--- src/rtl/uart_rx_frame_ctrl_if.sv ---
// rtl/uart_rx_frame_ctrl_if.sv - signal bundle between the UART byte receiver side and the frame controller
//
// Purpose : groups the byte input, payload stream, frame status and baud select
//           of uart_rx_frame_ctrl into one interface.
// Signals :
//   rx_data    [7:0] byte from receiver
//   rx_done          one-cycle pulse, rx_data valid
//   bps_set    [1:0] baud select driven back to the receiver
//   pld_data   [7:0] payload byte
//   pld_valid        one-cycle strobe for pld_data
//   frame_done       one-cycle pulse, frame accepted with good checksum
//   frame_err        one-cycle pulse, frame aborted
//   err_code   [1:0] 0 none, 1 checksum, 2 length overflow, 3 timeout
//   busy             controller is inside a frame
// Modports:
//   master : receiver/environment side (drives rx_data/rx_done)
//   slave  : frame controller side

interface uart_rx_frame_ctrl_if;
   logic [7:0] rx_data;
   logic       rx_done;
   logic [1:0] bps_set;
   logic [7:0] pld_data;
   logic       pld_valid;
   logic       frame_done;
   logic       frame_err;
   logic [1:0] err_code;
   logic       busy;

   modport master (
      output rx_data,
      output rx_done,
      input  bps_set,
      input  pld_data,
      input  pld_valid,
      input  frame_done,
      input  frame_err,
      input  err_code,
      input  busy
   );

   modport slave (
      input  rx_data,
      input  rx_done,
      output bps_set,
      output pld_data,
      output pld_valid,
      output frame_done,
      output frame_err,
      output err_code,
      output busy
   );
endinterface

--- src/rtl/uart_rx_frame_ctrl.sv ---
// rtl/uart_rx_frame_ctrl.sv - frame parser behind the UART byte receiver
//
// Purpose : parses received bytes as frames 0x55 0xAA LEN PAYLOAD[LEN] CHK,
//           streams the payload, reports frame success/failure and applies
//           the baud-change command (LEN=1, payload 0xB0..0xB3) to bps_set.
//           CHK is the 8-bit wrap-around sum of LEN and all payload bytes.
// Ports   :
//   clk    system clock
//   rst_n  synchronous active-low reset
//   bus    uart_rx_frame_ctrl_if.slave: rx_data/rx_done in; bps_set,
//          pld_data/pld_valid, frame_done, frame_err, err_code, busy out
// Parameters:
//   MAX_LEN      largest legal payload length (1..255)
//   TIMEOUT_CYC  inter-byte timeout in clk cycles while a frame is open (>= 2)
//   BPS_DEFAULT  bps_set value after reset
// Configuration:
//   UART_FRAME_TIMEOUT_EN  when defined, an open frame that sees no byte for
//                          TIMEOUT_CYC cycles is aborted with err_code=3;
//                          when undefined, an open frame waits indefinitely.

module uart_rx_frame_ctrl #(
   parameter int         MAX_LEN     = 16,
   parameter int         TIMEOUT_CYC = 500000,
   parameter logic [1:0] BPS_DEFAULT = 2'b10
) (
   input logic                 clk,
   input logic                 rst_n,
   uart_rx_frame_ctrl_if.slave bus
);

   localparam logic [7:0] HDR1    = 8'h55;
   localparam logic [7:0] HDR2    = 8'hAA;
   localparam logic [8:0] MAX_LV  = 9'(MAX_LEN);

   localparam logic [1:0] ERR_NONE = 2'd0;
   localparam logic [1:0] ERR_CHK  = 2'd1;
   localparam logic [1:0] ERR_LEN  = 2'd2;
`ifdef UART_FRAME_TIMEOUT_EN
   localparam logic [1:0] ERR_TMO  = 2'd3;
`endif

   typedef enum logic [2:0] {
      S_IDLE,
      S_HDR2,
      S_LEN,
      S_PAYLOAD,
      S_CHK
   } state_t;

   state_t     state_q;
   state_t     state_d;

   logic [7:0] len_cnt;
   logic [7:0] chk_sum;
   logic       len_one;
   logic [7:0] pld_data_q;
   logic       pld_valid_q;
   logic       frame_done_q;
   logic       frame_err_q;
   logic [1:0] err_code_q;
   logic [1:0] bps_q;

   // Per-cycle events decided by the FSM and applied by the datapath.
   logic       len_load;
   logic       pld_fire;
   logic       done_fire;
   logic       err_fire;
   logic [1:0] err_val;
   logic       baud_fire;
   logic       timeout_hit;

`ifdef UART_FRAME_TIMEOUT_EN
   localparam int             TW       = (TIMEOUT_CYC > 2) ? $clog2(TIMEOUT_CYC) : 1;
   localparam logic [TW-1:0]  TMO_FIRE = TW'(TIMEOUT_CYC - 2);

   logic [TW-1:0] tmo_cnt;

   // The counter holds 0 in the cycle after a byte and counts up while a
   // frame is open. Firing when it is about to reach TIMEOUT_CYC-1 puts
   // frame_err exactly TIMEOUT_CYC cycles after the last rx_done cycle. A
   // byte in the same cycle takes priority and clears the counter.
   always_ff @(posedge clk) begin
      if (!rst_n) begin
         tmo_cnt <= '0;
      end else if (bus.rx_done || (state_d == S_IDLE)) begin
         tmo_cnt <= '0;
      end else begin
         tmo_cnt <= tmo_cnt + 1'b1;
      end
   end

   assign timeout_hit = (state_q != S_IDLE) && !bus.rx_done && (tmo_cnt == TMO_FIRE);
`else
   assign timeout_hit = 1'b0;
`endif

   // ------------------------------------------------------------------
   // FSM: state register
   // ------------------------------------------------------------------
   always_ff @(posedge clk) begin
      if (!rst_n) begin
         state_q <= S_IDLE;
      end else begin
         state_q <= state_d;
      end
   end

   // ------------------------------------------------------------------
   // FSM: next state and events
   // ------------------------------------------------------------------
   always_comb begin
      state_d   = state_q;
      len_load  = 1'b0;
      pld_fire  = 1'b0;
      done_fire = 1'b0;
      err_fire  = 1'b0;
      err_val   = ERR_NONE;
      baud_fire = 1'b0;

      if (bus.rx_done) begin
         unique case (state_q)
            S_IDLE: begin
               if (bus.rx_data == HDR1) begin
                  state_d = S_HDR2;
               end
            end

            S_HDR2: begin
               // A repeated 0x55 may itself be the real first header byte.
               if (bus.rx_data == HDR2) begin
                  state_d = S_LEN;
               end else if (bus.rx_data != HDR1) begin
                  state_d = S_IDLE;
               end
            end

            S_LEN: begin
               if ({1'b0, bus.rx_data} > MAX_LV) begin
                  err_fire = 1'b1;
                  err_val  = ERR_LEN;
                  state_d  = S_IDLE;
               end else begin
                  len_load = 1'b1;
                  state_d  = (bus.rx_data == 8'd0) ? S_CHK : S_PAYLOAD;
               end
            end

            S_PAYLOAD: begin
               pld_fire = 1'b1;
               if (len_cnt == 8'd1) begin
                  state_d = S_CHK;
               end
            end

            S_CHK: begin
               if (bus.rx_data == chk_sum) begin
                  done_fire = 1'b1;
                  // Baud command: single payload byte 0b1011_00xx.
                  if (len_one && (pld_data_q[7:2] == 6'b101100)) begin
                     baud_fire = 1'b1;
                  end
               end else begin
                  err_fire = 1'b1;
                  err_val  = ERR_CHK;
               end
               state_d = S_IDLE;
            end

            default: begin
               state_d = S_IDLE;
            end
         endcase
      end else if (timeout_hit) begin
`ifdef UART_FRAME_TIMEOUT_EN
         err_fire = 1'b1;
         err_val  = ERR_TMO;
`endif
         state_d  = S_IDLE;
      end
   end

   // ------------------------------------------------------------------
   // Datapath and registered outputs
   // ------------------------------------------------------------------
   always_ff @(posedge clk) begin
      if (!rst_n) begin
         len_cnt      <= 8'd0;
         chk_sum      <= 8'd0;
         len_one      <= 1'b0;
         pld_data_q   <= 8'd0;
         pld_valid_q  <= 1'b0;
         frame_done_q <= 1'b0;
         frame_err_q  <= 1'b0;
         err_code_q   <= ERR_NONE;
         bps_q        <= BPS_DEFAULT;
      end else begin
         pld_valid_q  <= pld_fire;
         frame_done_q <= done_fire;
         frame_err_q  <= err_fire;

         if (pld_fire) begin
            pld_data_q <= bus.rx_data;
         end

         if (len_load) begin
            len_cnt <= bus.rx_data;
            chk_sum <= bus.rx_data;
            len_one <= (bus.rx_data == 8'd1);
         end else if (pld_fire) begin
            len_cnt <= len_cnt - 8'd1;
            chk_sum <= chk_sum + bus.rx_data;
         end

         // err_code is sticky between frame outcomes.
         if (done_fire) begin
            err_code_q <= ERR_NONE;
         end else if (err_fire) begin
            err_code_q <= err_val;
         end

         // pld_data_q still holds the single payload byte of a LEN=1 frame.
         if (baud_fire) begin
            bps_q <= pld_data_q[1:0];
         end
      end
   end

   assign bus.bps_set    = bps_q;
   assign bus.pld_data   = pld_data_q;
   assign bus.pld_valid  = pld_valid_q;
   assign bus.frame_done = frame_done_q;
   assign bus.frame_err  = frame_err_q;
   assign bus.err_code   = err_code_q;
   assign bus.busy       = (state_q != S_IDLE);

endmodule
--- src/flat_wrapper.sv ---
// flat-port wrapper written by rule: the top's interface ports become plain ports
module uart_rx_frame_ctrl_flat 
#(
   parameter int         MAX_LEN     = 16,
   parameter int         TIMEOUT_CYC = 500000,
   parameter logic [1:0] BPS_DEFAULT = 2'b10
)
  (clk, rst_n, bus_rx_data, bus_rx_done, bus_bps_set, bus_pld_data, bus_pld_valid, bus_frame_done, bus_frame_err, bus_err_code, bus_busy);
  uart_rx_frame_ctrl_if bus_i ();
  input logic clk;
  input logic rst_n;
  input wire logic [$bits(bus_i.rx_data)-1:0] bus_rx_data;
  input wire logic [$bits(bus_i.rx_done)-1:0] bus_rx_done;
  output wire logic [$bits(bus_i.bps_set)-1:0] bus_bps_set;
  output wire logic [$bits(bus_i.pld_data)-1:0] bus_pld_data;
  output wire logic [$bits(bus_i.pld_valid)-1:0] bus_pld_valid;
  output wire logic [$bits(bus_i.frame_done)-1:0] bus_frame_done;
  output wire logic [$bits(bus_i.frame_err)-1:0] bus_frame_err;
  output wire logic [$bits(bus_i.err_code)-1:0] bus_err_code;
  output wire logic [$bits(bus_i.busy)-1:0] bus_busy;
  assign bus_i.rx_data = bus_rx_data;
  assign bus_i.rx_done = bus_rx_done;
  assign bus_bps_set = bus_i.bps_set;
  assign bus_pld_data = bus_i.pld_data;
  assign bus_pld_valid = bus_i.pld_valid;
  assign bus_frame_done = bus_i.frame_done;
  assign bus_frame_err = bus_i.frame_err;
  assign bus_err_code = bus_i.err_code;
  assign bus_busy = bus_i.busy;
  uart_rx_frame_ctrl #(.MAX_LEN(MAX_LEN), .TIMEOUT_CYC(TIMEOUT_CYC), .BPS_DEFAULT(BPS_DEFAULT)) u_core (.clk(clk), .rst_n(rst_n), .bus(bus_i));
endmodule
--- config.mk ---
export PLATFORM = sky130hd
export DESIGN_NAME = uart_rx_frame_ctrl_flat
export DESIGN_NICKNAME = d
export VERILOG_FILES = /design/src/rtl/uart_rx_frame_ctrl_if.sv /design/src/rtl/uart_rx_frame_ctrl.sv /design/src/flat_wrapper.sv
export SDC_FILE = /design/constraint.sdc
export NUM_CORES = 1
export LEC_CHECK = 0
export BUFFER_PORTS_ARGS = -buffer_cell sky130_fd_sc_hd__buf_4
export CAP_MARGIN = 10
export CORE_UTILIZATION = 32
export CTS_CLUSTER_SIZE = 25
export DETAILED_ROUTE_END_ITERATION = 6
export GPL_TIMING_DRIVEN = 0
export SYNTH_ARGS = -nofsm -noshare
export SYNTH_HDL_FRONTEND = slang
export SYNTH_SLANG_ARGS = --single-unit
--- constraint.sdc ---
create_clock -name clk -period 3.4 [get_ports clk]
set_input_delay 0.17 -clock clk [delete_from_list [all_inputs] [get_ports clk]]
set_output_delay 0.17 -clock clk [all_outputs]
set_load 0.01 [all_outputs]
* Word level (Yosys, flattened, before mapping) *
Index checks and enable logic that the tools add are counted.

operators by class
  order comparisons = 1
  bitwise gates (word level) = 1
  add/subtract/negate cells = 2
  reductions and logical operators = 7
  multiplexer cells = 31
  equal/unequal tests = 14

operator list
  cell                                                  number
  two-way mux 8 bit                                     4
  two-way mux 3 bit                                     6
  equality test 8 x 1 -> 1 bit (second input constant)  2
  two-way mux 1 bit                                     16
  one-hot mux 3 bit (4 select lines)                    1
  adder 8 bit                                           1
  equality test 8 x 7 -> 1 bit (second input constant)  1
  equality test 8 bit                                   1
  equality test 8 bit (second input constant)           1
  > comparator 8 x 5 -> 1 bit (second input constant)   1
  zero test 8 bit                                       1
  != test 8 x 7 -> 1 bit (second input constant)        1
  subtractor 8 x 1 -> 8 bit (second input constant)     1
  equality test 3 x 2 -> 1 bit (second input constant)  2
  equality test 6 bit (second input constant)           1
  two-way mux 2 bit                                     2
  != test 2 x 1 -> 1 bit (second input constant)        2
  one-hot mux 2 bit (2 select lines)                    1
  AND reduction 4 bit                                   1
  equality test 3 x 1 -> 1 bit (second input constant)  1
  equality test 3 bit (second input constant)           1
  zero test 3 bit                                       1
  != test 3 x 1 -> 1 bit (second input constant)        1
  nonzero test 3 bit                                    1
  5 further kinds                                       5

word-level totals
  output and inout bits = 16
  word-level logic and storage cells = 66
  bits in registers = 35
  input bits = 11

* Logic depth before layout (Yosys ltp) *
Gate-level depths: netlist of the first run.

  word-level depth = 6
  mapped depth = 8
  depth with buffers taken out = 8

* Worst setup path before layout of the first run *
OpenSTA, ideal clock, no wires.

  path type = input -> register
  start point = in bus_rx_data[1]
  end point = reg u_core.chk_sum[1]
  arrival = 1.773 ns
  library setup time = 0.128 ns
  buffers on the path = 1
  stages on the path = 6
  setup slack = 1.500 ns
  path through = or4_4 > a2111oi_4 > o211ai_2 > buf_6 > a221oi_1 > nor2_1

between the ends
  longest elaborated chain between the ends = 5

RTL lines
  what                                                     RTL line                   RTL
  start: declaration                                       flat_wrapper.sv:12         input wire logic [$bits(bus_i.rx_data)-1:0] bus_rx_data;
  > comparator 8 x 5 -> 1 bit                              uart_rx_frame_ctrl.sv:138  if ({1'b0, bus.rx_data} > MAX_LV) begin
  two-way mux 1 bit                                        uart_rx_frame_ctrl.sv:138
  two-way mux 1 bit                                        uart_rx_frame_ctrl.sv:121  unique case (state_q)
  two-way mux 1 bit                                        uart_rx_frame_ctrl.sv:120  if (bus.rx_done) begin
  two-way mux 8 bit or nonzero test 2 bit (tied branches)  n/a
  end signal: assignment                                   uart_rx_frame_ctrl.sv:207  chk_sum <= bus.rx_data;
  end signal: assignment                                   uart_rx_frame_ctrl.sv:211  chk_sum <= chk_sum + bus.rx_data;
  end: declaration                                         uart_rx_frame_ctrl.sv:54   logic [7:0] chk_sum;

Several ways; a longest one is shown, not always the timed one. The select of a mux whose other input is x is not followed.
A chain may end at the register's enable or synchronous reset.

* Worst setup path in the final report of the first run *
  start point = reg u_core.state_q[2]
  end point = reg u_core.pld_data_q[4], in the netlist u_core.bus.pld_data[4]

between the ends
  longest elaborated chain between the ends = 3

RTL lines
  what                          RTL line                   RTL
  start: declaration            uart_rx_frame_ctrl.sv:50   state_t state_q;
  start signal: assignment      uart_rx_frame_ctrl.sv:104  state_q <= state_d;
  equality test 3 x 2 -> 1 bit  uart_rx_frame_ctrl.sv:121
  two-way mux 1 bit             uart_rx_frame_ctrl.sv:121
  two-way mux 1 bit             uart_rx_frame_ctrl.sv:120
  end signal: assignment        uart_rx_frame_ctrl.sv:202  pld_data_q <= bus.rx_data;
  end: declaration              uart_rx_frame_ctrl.sv:56   logic [7:0] pld_data_q;

Every way passes these cells.

==> flow_metrics.py, run 1 <==
metrics = {
    "outcome": {
        "outcome": "finished clean",
    },
    "floorplan": {
        "die_area_um2": 6452,
        "num_rows": 28,
        "dieWidth_um": 80.33,
        "core_um2": 5921,
        "dieHeight_um": 80.33,
        "io_pins": 27,
        "start_util_pct": 33.16,
    },
    "clock_tree": {
        "cts_tree": "built",
        "ctsHoldBuffers": 0,
        "clk_latency_ps": 290,
        "post_cts_buffers": 0,
        "clk_pin_slew_ps": 70,
        "cts_resized": 0,
        "htreeDepth": 2,
        "numClockSinks": 35,
        "clock_path_buffers": 2,
        "root_buffer": "clkbuf_8",
        "cts_made_buffers": 5,
    },
    "final_layout": {
        "syn_to_final_growth_pct": 19.06,
        "nNetsFinal": 293,
        "fin_cells": 348,
        "final-seq-area_um2": 700.7,
        "nFillCells": 623,
        "antennaDiodeCount": 0,
        "fin_util_pct": 39.48,
        "drive_above_1_share_pct": 14.65,
        "multiInputGateArea_um2": 1177,
    },
    "drt": {
        "drt_pass1_iterations": 5,
        "wl_um": 5299,
        "drt-wirelength-per-cell_um": 15.23,
        "antenna_left": 0,
        "num_vias": 1890,
        "viasPerCell": 5.431,
        "drc": 0,
        "drt_iter0_markers": 93,
    },
    "critical_path": {
        "crit_required_ps": 3620,
        "cp.arrival_ps": 2460,
        "crit_type": "flip-flop to flip-flop",
        "cp_common_cell": "clkbuf_1",
        "cp_slowest_cell": "clkbuf_1",
        "crit_path_cell_trace": "clkbuf_1, nor2b_1, and3_1, clkbuf_1, clkbuf_1, nand2_1, a21oi_1",
        "reg2reg_to": "u_core.bus.pld_data[4]$_SDFFE_PN0P_",
        "r2r_cells": 7,
        "critPathLaunchType": "flip-flop",
        "path_max_fanout": 10,
        "regToRegStartpoint": "u_core.state_q[2]$_SDFFE_PN0P_",
        "crit_end": "u_core.bus.pld_data[4]$_SDFFE_PN0P_",
        "r2r_slack_ps": 1160,
        "max_stage_delay_ps": 450,
        "startpoint": "u_core.state_q[2]$_SDFFE_PN0P_",
        "cp-end-kind": "flip-flop",
    },
    "place": {
        "place_congestion": 0.7794,
        "dp_cells": 340,
        "dp_hpwl_um": 3753,
        "io_buffers": 24,
    },
    "power": {
        "switchingPower_w": 0.0001905,
        "seqPwrFrac_pct": 51.0,
        "p_int_w": 0.0006133,
        "ir_drop_v": 0.0001782,
        "swShare_pct": 23.70,
        "power_density_nw_per_um2": 343.9,
        "finalPower_w": 0.0008038,
        "power_frac_comb_pct": 6.8,
        "p_leak_nw": 0.8308,
        "power_frac_clock_pct": 42.2,
    },
    "timing": {
        "period_needed_ps": 2244,
        "grt_setup_unrepaired": "no",
        "post-route-period-util_pct": 66.00,
        "worst_pin_slew_ps": 718.6,
        "fmax_mhz": 445.6,
        "finalSetupViolCount": 0,
        "relSlewSlack_pct": 51.44,
        "tns_ps": 0,
        "final_hold_viol_count": 0,
        "skew_ps": 9.598,
        "maxSlewViolCount": 0,
    },
    "global_routing": {
        "busiest_layer": "met2",
        "grt_pass1_wl_um": 8666,
        "grt_start_max_net_pins": 11,
        "grt-ovfl-total": 0,
        "grt_pass1_vias": 1724,
        "grt_util_all_layers_pct": 17.70,
        "gr-usage-met1_pct": 24.21,
        "grt_antenna_before_repair": 0,
        "use_met2_pct": 27.69,
        "grt_util_met3_pct": 4.205,
    },
    "synthesis": {
        "post_synth_num_cell_types": 53,
        "synth-seq-area-share_pct": 35.69,
        "ys_warn_count": 0,
        "synth_edf_count": 0,
        "synth_fp_nets": 262,
        "syn_area_per_cell_um2": 8.146,
        "synthFlopType": "dfxtp_1",
        "netlist_instances": 241,
        "synth_async_sr_flop_share_pct": 0,
        "synthesis.area_um2": 1963,
        "ys_ff_latch": 35,
    },
    "job": {
        "maxCapViolations": 0,
    },
    "min_path": {
        "hp-class": "primary input to flip-flop",
    },
}
[synth_stat cells, types with 5 or more instances]
library cell  instances  area (um^2)
dfxtp_1              35        700.7
nand2_1              31        116.4
nor2_1               26        97.59
a21oi_1              20        100.1
nand3_1              11        55.05
o21ai_0              10        50.05
clkbuf_1              9        33.78
ha_1                  9        112.6
inv_1                 8        30.03
mux2i_1               6        60.06
nor3_1                6        30.03
or3_1                 5        31.28
[worst min-delay path by stage]
stage	from	depth (start not counted)	to	slack, ps
final	rst_n	2	u_core.bus.bps_set[1]$_SDFFE_PN1P_	120
after global routing	rst_n	2	u_core.bus.bps_set[1]$_SDFFE_PN1P_	120
after floorplan	rst_n	1	u_core.bus.bps_set[1]$_SDFFE_PN1P_	230
after CTS	rst_n	2	u_core.bus.bps_set[1]$_SDFFE_PN1P_	110
after detailed placement	rst_n	2	u_core.bus.bps_set[1]$_SDFFE_PN1P_	410
after global placement	rst_n	2	u_core.bus.bps_set[1]$_SDFFE_PN1P_	410
[logic make-up after synthesis]
logic type | share of synthesized area, %
compound gates | 21.80
xor+xnor | 2.231
fa+ha+maj | 6.756
buf+inv | 4.334
flops | 35.69
mux | 3.059
simple gates | 26.13
[layout by cell type (no fill, tap or decap), types with 3 or more instances in the layout]
cell type / count
nand3_1: 11
mux2i_1: 6
dfxtp_1: 35
nor2_1: 26
a21oi_1: 20
ha_1: 9
a31oi_1: 4
or3_1: 5
nand2b_1: 3
inv_1: 8
and2_1: 3
nor3_1: 6
nor4_1: 3
nand2_1: 31
nand4_1: 3
xnor2_1: 3
clkbuf_8: 7
buf_4: 24
clkbuf_1: 10
o21ai_0: 10
[metrics by stage]
stage                     hold WS (ps)  instance area, um^2  setup WS, ps
final                            116.7                 2337          1156
after global routing             117.5                 2337         903.1
after CTS                        107.2                 2337          1162
after detailed placement         406.3                 2237          1041
after global placement           407.5                 2237          1070
after floorplan                  231.9                 1963          1500
[area by class of cell]
| class | count | share of cell area, % |
|---|---|---|
| timing repair buffer | 24 | 7.709 |
| multi-input combinational | 186 | 50.37 |
| clock buffer | 8 | 4.283 |
| sequential | 35 | 29.98 |
| buffer | 12 | 2.355 |
| tap | 75 | 4.015 |
| inverter | 8 | 1.285 |
[critical path, delay by kind of cell, from the launching register on]
kind | cells | cell delay (ps)
buffers and inverters | 3 | 1060
AO/OA/AOI/OAI | 1 | 140
AND/OR/NAND/NOR | 3 | 670
flip-flops | 1 | 300
[sequential cells by signal (all words and copies together) (netlist names)]
register / count
u_core.bus.bps_set: 2
u_core.len_one: 1
u_core.len_cnt: 8
u_core.chk_sum: 8
u_core.bus.frame_done: 1
u_core.state_q: 3
u_core.bus.pld_valid: 1
u_core.bus.frame_err: 1
u_core.bus.pld_data: 8
u_core.bus.err_code: 2
[per-layer routing]
| layer | routed length, um | vias up |
|---|---|---|
| met5 | 0 | - |
| li1 | - | 938 |
| met4 | 88 | 0 |
| met1 | 2573 | 897 |
| met2 | 2406 | 43 |
| met3 | 231 | 12 |
[power groups by stage]
stage          combinational [W]  sequential (W)  clock (W)
6_report               0.0000550        0.000410   0.000339
5_1_grt                0.0000594        0.000410   0.000366
4_1_cts                0.0000544        0.000410   0.000346
3_5_place_dp           0.0000541        0.000419          0
3_3_place_gp           0.0000548        0.000419          0
2_1_floorplan          0.0000269        0.000419          0
Note: power is estimated with default switching activity, not from simulation.
==> inputs of run 2 (changes only) <==
==> constraint.sdc (replaced) <==
create_clock -name clk -period 2.15 [get_ports clk]
set_input_delay 0.1075 -clock clk [delete_from_list [all_inputs] [get_ports clk]]
set_output_delay 0.1075 -clock clk [all_outputs]
set_load 0.01 [all_outputs]
==> flow_metrics.py, run 2 (synthesis gave the netlist of run 1 again) <==
metrics = {
    "outcome": {
        "outcome": "finished clean",
    },
    "timing": {
        "whs_ps": 55.02,
        "relSlewSlack_pct": 52.76,
        "post-route-period-util_pct": 94.00,
        "finalSetupViolCount": 0,
        "grt_setup_unrepaired": "no",
        "skew_ps": 10.99,
        "worst_pin_slew_ps": 699.1,
        "maxSlewViolCount": 0,
        "fmax_mhz": 494.8,
        "tns_ps": 0,
        "final_hold_viol_count": 0,
        "period_needed_ps": 2021,
    },
    "critical_path": {
        "regToRegStartpoint": "u_core.chk_sum[0]$_SDFFE_PN0P_",
        "critPathLaunchType": "flip-flop",
        "crit_required_ps": 2390,
        "crit_type": "flip-flop to flip-flop",
        "crit_end": "u_core.chk_sum[6]$_SDFFE_PN0P_",
        "cp-end-kind": "flip-flop",
        "cp.arrival_ps": 2260,
        "startpoint": "u_core.chk_sum[0]$_SDFFE_PN0P_",
        "reg2reg_to": "u_core.chk_sum[6]$_SDFFE_PN0P_",
        "path_max_fanout": 3,
        "r2r_cells": 8,
        "r2r_slack_ps": 130,
    },
    "final_layout": {
        "mostFrequentLayoutCells": "dfxtp_1 (35), nand2_1 (31), nor2_1 (26)",
        "fin_area_um2": 2371,
        "nNetsFinal": 293,
        "layout_commonest_cell": "dfxtp_1",
        "syn_to_final_growth_pct": 20.78,
        "antennaDiodeCount": 0,
        "drive_above_1_share_pct": 17.22,
    },
    "clock_tree": {
        "root_buffer": "clkbuf_8",
        "clock_path_buffers": 2,
        "htreeDepth": 2,
        "clk_latency_ps": 290,
        "clk_pin_slew_ps": 80,
        "numClockSinks": 35,
        "cts_tree": "built",
        "post_cts_buffers": 0,
        "cts_made_buffers": 5,
    },
    "drt": {
        "drt_pass1_iterations": 4,
        "wl_um": 5276,
        "wl_met2_um": 2422,
        "drt_iter0_markers": 96,
        "num_vias": 1886,
        "wl_met1_um": 2517,
        "drt-wirelength-per-cell_um": 15.16,
        "antenna_left": 0,
        "routed.top_layer": "met4",
        "viasPerCell": 5.420,
        "drc": 0,
        "met3WireLength_um": 267,
    },
    "power": {
        "power_frac_clock_pct": 42.2,
        "seqPwrFrac_pct": 50.9,
        "switchingPower_w": 0.0003030,
        "power_frac_comb_pct": 6.9,
        "power_density_nw_per_um2": 537.1,
        "ir_drop_v": 0.0002817,
        "p_int_w": 0.0009704,
        "swShare_pct": 23.79,
        "p_leak_nw": 0.8586,
    },
    "floorplan": {
        "dieWidth_um": 80.33,
        "die_area_um2": 6452,
        "dieHeight_um": 80.33,
        "core_um2": 5921,
        "io_pins": 27,
        "start_util_pct": 33.16,
        "num_rows": 28,
    },
    "global_routing": {
        "grt_pass1_wl_um": 8645,
        "grt_util_all_layers_pct": 17.67,
        "grt_pass1_vias": 1719,
        "grt_start_max_net_pins": 11,
        "grt_antenna_before_repair": 0,
        "grt-ovfl-total": 0,
    },
    "place": {
        "place_area_um2": 2237,
        "io_buffers": 24,
        "dp_hpwl_um": 3753,
        "place_congestion": 0.7794,
    },
    "min_path": {
        "worstHoldStart": "rst_n",
        "hp-class": "primary input to flip-flop",
    },
    "job": {
        "maxCapViolations": 0,
    },
}
[run 2: worst max-delay path: stages, from the launching register on]
cell and delay [ps]:
dfxtp_1 340, ha_1 200, inv_1 70, fa_1 420, nor2b_2 150, o31a_1 150
o21ai_0 120, a2111oi_1 360, a311o_1 160
[run 2: area by class of cell]
type / instances / area [um^2]
fill: 622 / 3550
buffer: 12 / 58.81
clock buffer: 8 / 100.1
inverter: 8 / 30.03
tap: 75 / 93.84
timing repair buffer: 24 / 180.2
multi-input combinational: 186 / 1207
sequential: 35 / 700.7
[run 2: repair_timing]
| action | CTS | global route |
|---|---|---|
| resized for setup | 3 | 7 |
| setup endpoints to repair | 13 | 4 |
| hold buffers | 0 | 0 |
| pin swaps | 0 | 2 |
[run 2: worst min path at each step]
| stage | end | slack [ps] | cells after the start |
|---|---|---|---|
| after detailed placement | u_core.bus.bps_set[1]$_SDFFE_PN1P_ | 340 | 2 |
| final | u_core.bus.bps_set[1]$_SDFFE_PN1P_ | 60 | 2 |
| after floorplan | u_core.bus.bps_set[1]$_SDFFE_PN1P_ | 170 | 1 |
| after CTS | u_core.bus.bps_set[1]$_SDFFE_PN1P_ | 40 | 2 |
| after global routing | u_core.bus.bps_set[1]$_SDFFE_PN1P_ | 50 | 2 |
| after global placement | u_core.bus.bps_set[1]$_SDFFE_PN1P_ | 350 | 2 |
[run 2: per-stage QoR]
| step | total power, W | worst slack [ps] | cells | utilization (%) |
|---|---|---|---|---|
| global placement | 0.0007496 | -130.5 | 340 | 37.79 |
| global route | 0.001322 | 12.27 | 348 | 40.05 |
| finish | 0.001273 | 129.1 | 348 | 40.05 |
| detailed placement | 0.0007486 | -146.2 | 340 | 37.79 |
| CTS | 0.001281 | 26.01 | 348 | 39.62 |
| floorplan | 0.0007056 | 258.6 | 241 | - |
[run 2: power by group through the flow]
stage	logic [W]	registers [W]	clock network, W
3_3_place_gp	0.0000866	0.000663	0
2_1_floorplan	0.0000426	0.000663	0
6_report	0.0000882	0.000648	0.000537
5_1_grt	0.0000955	0.000648	0.000578
4_1_cts	0.0000861	0.000648	0.000547
3_5_place_dp	0.0000856	0.000663	0
[run 2: metal layers]
metal | up-vias | global-route usage, %
li1 | 940 | -
met1 | 899 | 24.21
met2 | 39 | 27.61
met3 | 8 | 4.205
met4 | 0 | 4.643
met5 | - | 0
==> inputs of run 3 (changes only) <==
--- a/config.mk
+++ b/config.mk
@@ -7,6 +7,7 @@
 export LEC_CHECK = 0
 export BUFFER_PORTS_ARGS = -buffer_cell sky130_fd_sc_hd__buf_4
 export CAP_MARGIN = 10
+export CORE_ASPECT_RATIO = 1.2
 export CORE_UTILIZATION = 32
 export CTS_CLUSTER_SIZE = 25
 export DETAILED_ROUTE_END_ITERATION = 6
==> flow_metrics.py, run 3 (synthesis gave the netlist of run 1 again) <==
metrics = {
    "outcome": {
        "outcome": "finished clean",
    },
    "timing": {
        "skew_ps": 2.991,
        "relSlewSlack_pct": 53.07,
        "worst_pin_slew_ps": 694.5,
        "fmax_mhz": 488.3,
        "final_hold_viol_count": 0,
        "period_needed_ps": 2048,
        "grt_setup_unrepaired": "yes",
        "maxSlewViolCount": 0,
        "finalSetupViolCount": 0,
        "post-route-period-util_pct": 95.26,
        "tns_ps": 0,
    },
    "global_routing": {
        "grt_start_max_net_pins": 14,
        "grt-ovfl-total": 0,
        "grt_pass1_wl_um": 8735,
        "grt_pass1_vias": 1776,
        "grt_util_all_layers_pct": 17.78,
        "grt_antenna_before_repair": 0,
    },
    "drt": {
        "wl_um": 5260,
        "drt_iter0_markers": 113,
        "viasPerCell": 5.306,
        "drt_pass1_iterations": 4,
        "antenna_left": 0,
        "drt-wirelength-per-cell_um": 14.90,
        "drc": 0,
        "num_vias": 1873,
    },
    "critical_path": {
        "cp-end-kind": "flip-flop",
        "cp.arrival_ps": 2220,
        "crit_type": "flip-flop to flip-flop",
        "path_max_fanout": 10,
        "r2r_cells": 7,
        "crit_required_ps": 2320,
        "critPathLaunchType": "flip-flop",
    },
    "final_layout": {
        "nNetsFinal": 293,
        "layout_commonest_cell": "dfxtp_1",
        "syn_to_final_growth_pct": 19.76,
        "nFillCells": 628,
        "mostFrequentLayoutCells": "dfxtp_1 (35), nand2_1 (31), nor2_1 (26)",
        "fin_area_um2": 2351,
        "antennaDiodeCount": 0,
        "drive_above_1_share_pct": 16.48,
    },
    "floorplan": {
        "dieWidth_um": 73.50,
        "start_util_pct": 33.96,
        "num_rows": 30,
        "dieHeight_um": 87.80,
        "die_area_um2": 6453,
        "io_pins": 27,
        "core_um2": 5781,
    },
    "place": {
        "io_buffers": 24,
        "dp_hpwl_um": 3772,
        "place_congestion": 0.8010,
        "place_area_um2": 2243,
    },
    "clock_tree": {
        "cts_made_buffers": 5,
        "clk_latency_ps": 290,
        "htreeDepth": 2,
        "cts_tree": "built",
        "post_cts_buffers": 0,
        "clk_pin_slew_ps": 80,
        "clock_path_buffers": 2,
        "numClockSinks": 35,
        "root_buffer": "clkbuf_8",
    },
    "power": {
        "power_frac_clock_pct": 40.7,
        "finalPower_w": 0.001240,
        "power_frac_comb_pct": 7.1,
        "swShare_pct": 26.71,
        "seqPwrFrac_pct": 52.2,
        "switchingPower_w": 0.0003312,
        "p_int_w": 0.0009087,
        "power_density_nw_per_um2": 527.4,
        "ir_drop_v": 0.0003133,
        "p_leak_nw": 0.8272,
    },
    "min_path": {
        "hold_depth": 2,
        "hp-class": "primary input to flip-flop",
    },
    "job": {
        "maxCapViolations": 0,
    },
}
[run 3: cell count changes in the layout (fill, tap and decap cells not counted), sizes merged]
cell,before,now
clkbuf,17,14
clkinvlp,0,2
inv,8,9
[run 3: path summary, 6_finish.rpt]
| kind | startpoint | endpoint | slack [ps] |
|---|---|---|---|
| min | rst_n | u_core.bus.bps_set[1]$_SDFFE_PN1P_ | 40 |
| max | u_core.state_q[2]$_SDFFE_PN0P_ | u_core.chk_sum[1]$_SDFFE_PN0P_ | 100 |
| min reg2reg | u_core.bus.err_code[1]$_SDFFE_PP0P_ | u_core.bus.err_code[1]$_SDFFE_PP0P_ | 460 |
| max reg2reg | u_core.state_q[2]$_SDFFE_PN0P_ | u_core.chk_sum[1]$_SDFFE_PN0P_ | 100 |
[run 3: repair_timing]
| item | in CTS | in global routing |
|---|---|---|
| endpoints found under the setup margin | 11 | 4 |
| resized for setup | 2 | 3 |
| pin swaps | 0 | 1 |
| hold buffers | 0 | 0 |
[run 3: power by group through the flow]
stage	registers (W)	clock network (W)	logic [W]
after floorplan	0.000663	0	0.0000426
after global placement	0.000663	0	0.0000863
after detailed placement	0.000663	0	0.0000861
after CTS	0.000648	0.000520	0.0000863
after global routing	0.000648	0.000552	0.0000957
final	0.000648	0.000505	0.0000877
[run 3: layer usage]
metal	part of all wire, %	wire (um)	track usage [%]	up-vias
met4	1.4	73	6.119	0
met3	3.9	205	3.107	8
met5	0	0	0	-
li1	-	-	-	936
met2	47	2455	28.52	36
met1	48	2526	23.96	893
[run 3: through the flow]
step                hold WS, ps  cells  setup slack, ps  utilization (%)
finish                    43.86    353            102.0            40.67
global route              44.57    353           -57.74            40.67
CTS                       42.27    353            2.786            40.45
detailed placement        346.7    345           -113.9            38.81
global placement          346.9    345           -121.7            38.81
floorplan                 169.4    241            258.6                -
[run 3: area by class of cell]
class	instances	area, um^2	area share, %
Buffer	12	57.56	2.448
Tap cell	80	100.1	4.258
Inverter	8	30.03	1.277
Clock inverter	3	23.77	1.011
Multi-Input combinational cell	186	1190	50.61
Clock buffer	5	68.82	2.927
Timing Repair Buffer	24	180.2	7.664
Sequential cell	35	700.7	29.80
[run 3: worst max-delay path: stages (launching register included)]
cell      delay, ps
dfxtp_1         310
clkbuf_1        270
nor2b_1         170
nand3_1         390
clkbuf_1        420
nor2_1           80
a221oi_1        220
nor2_1           60
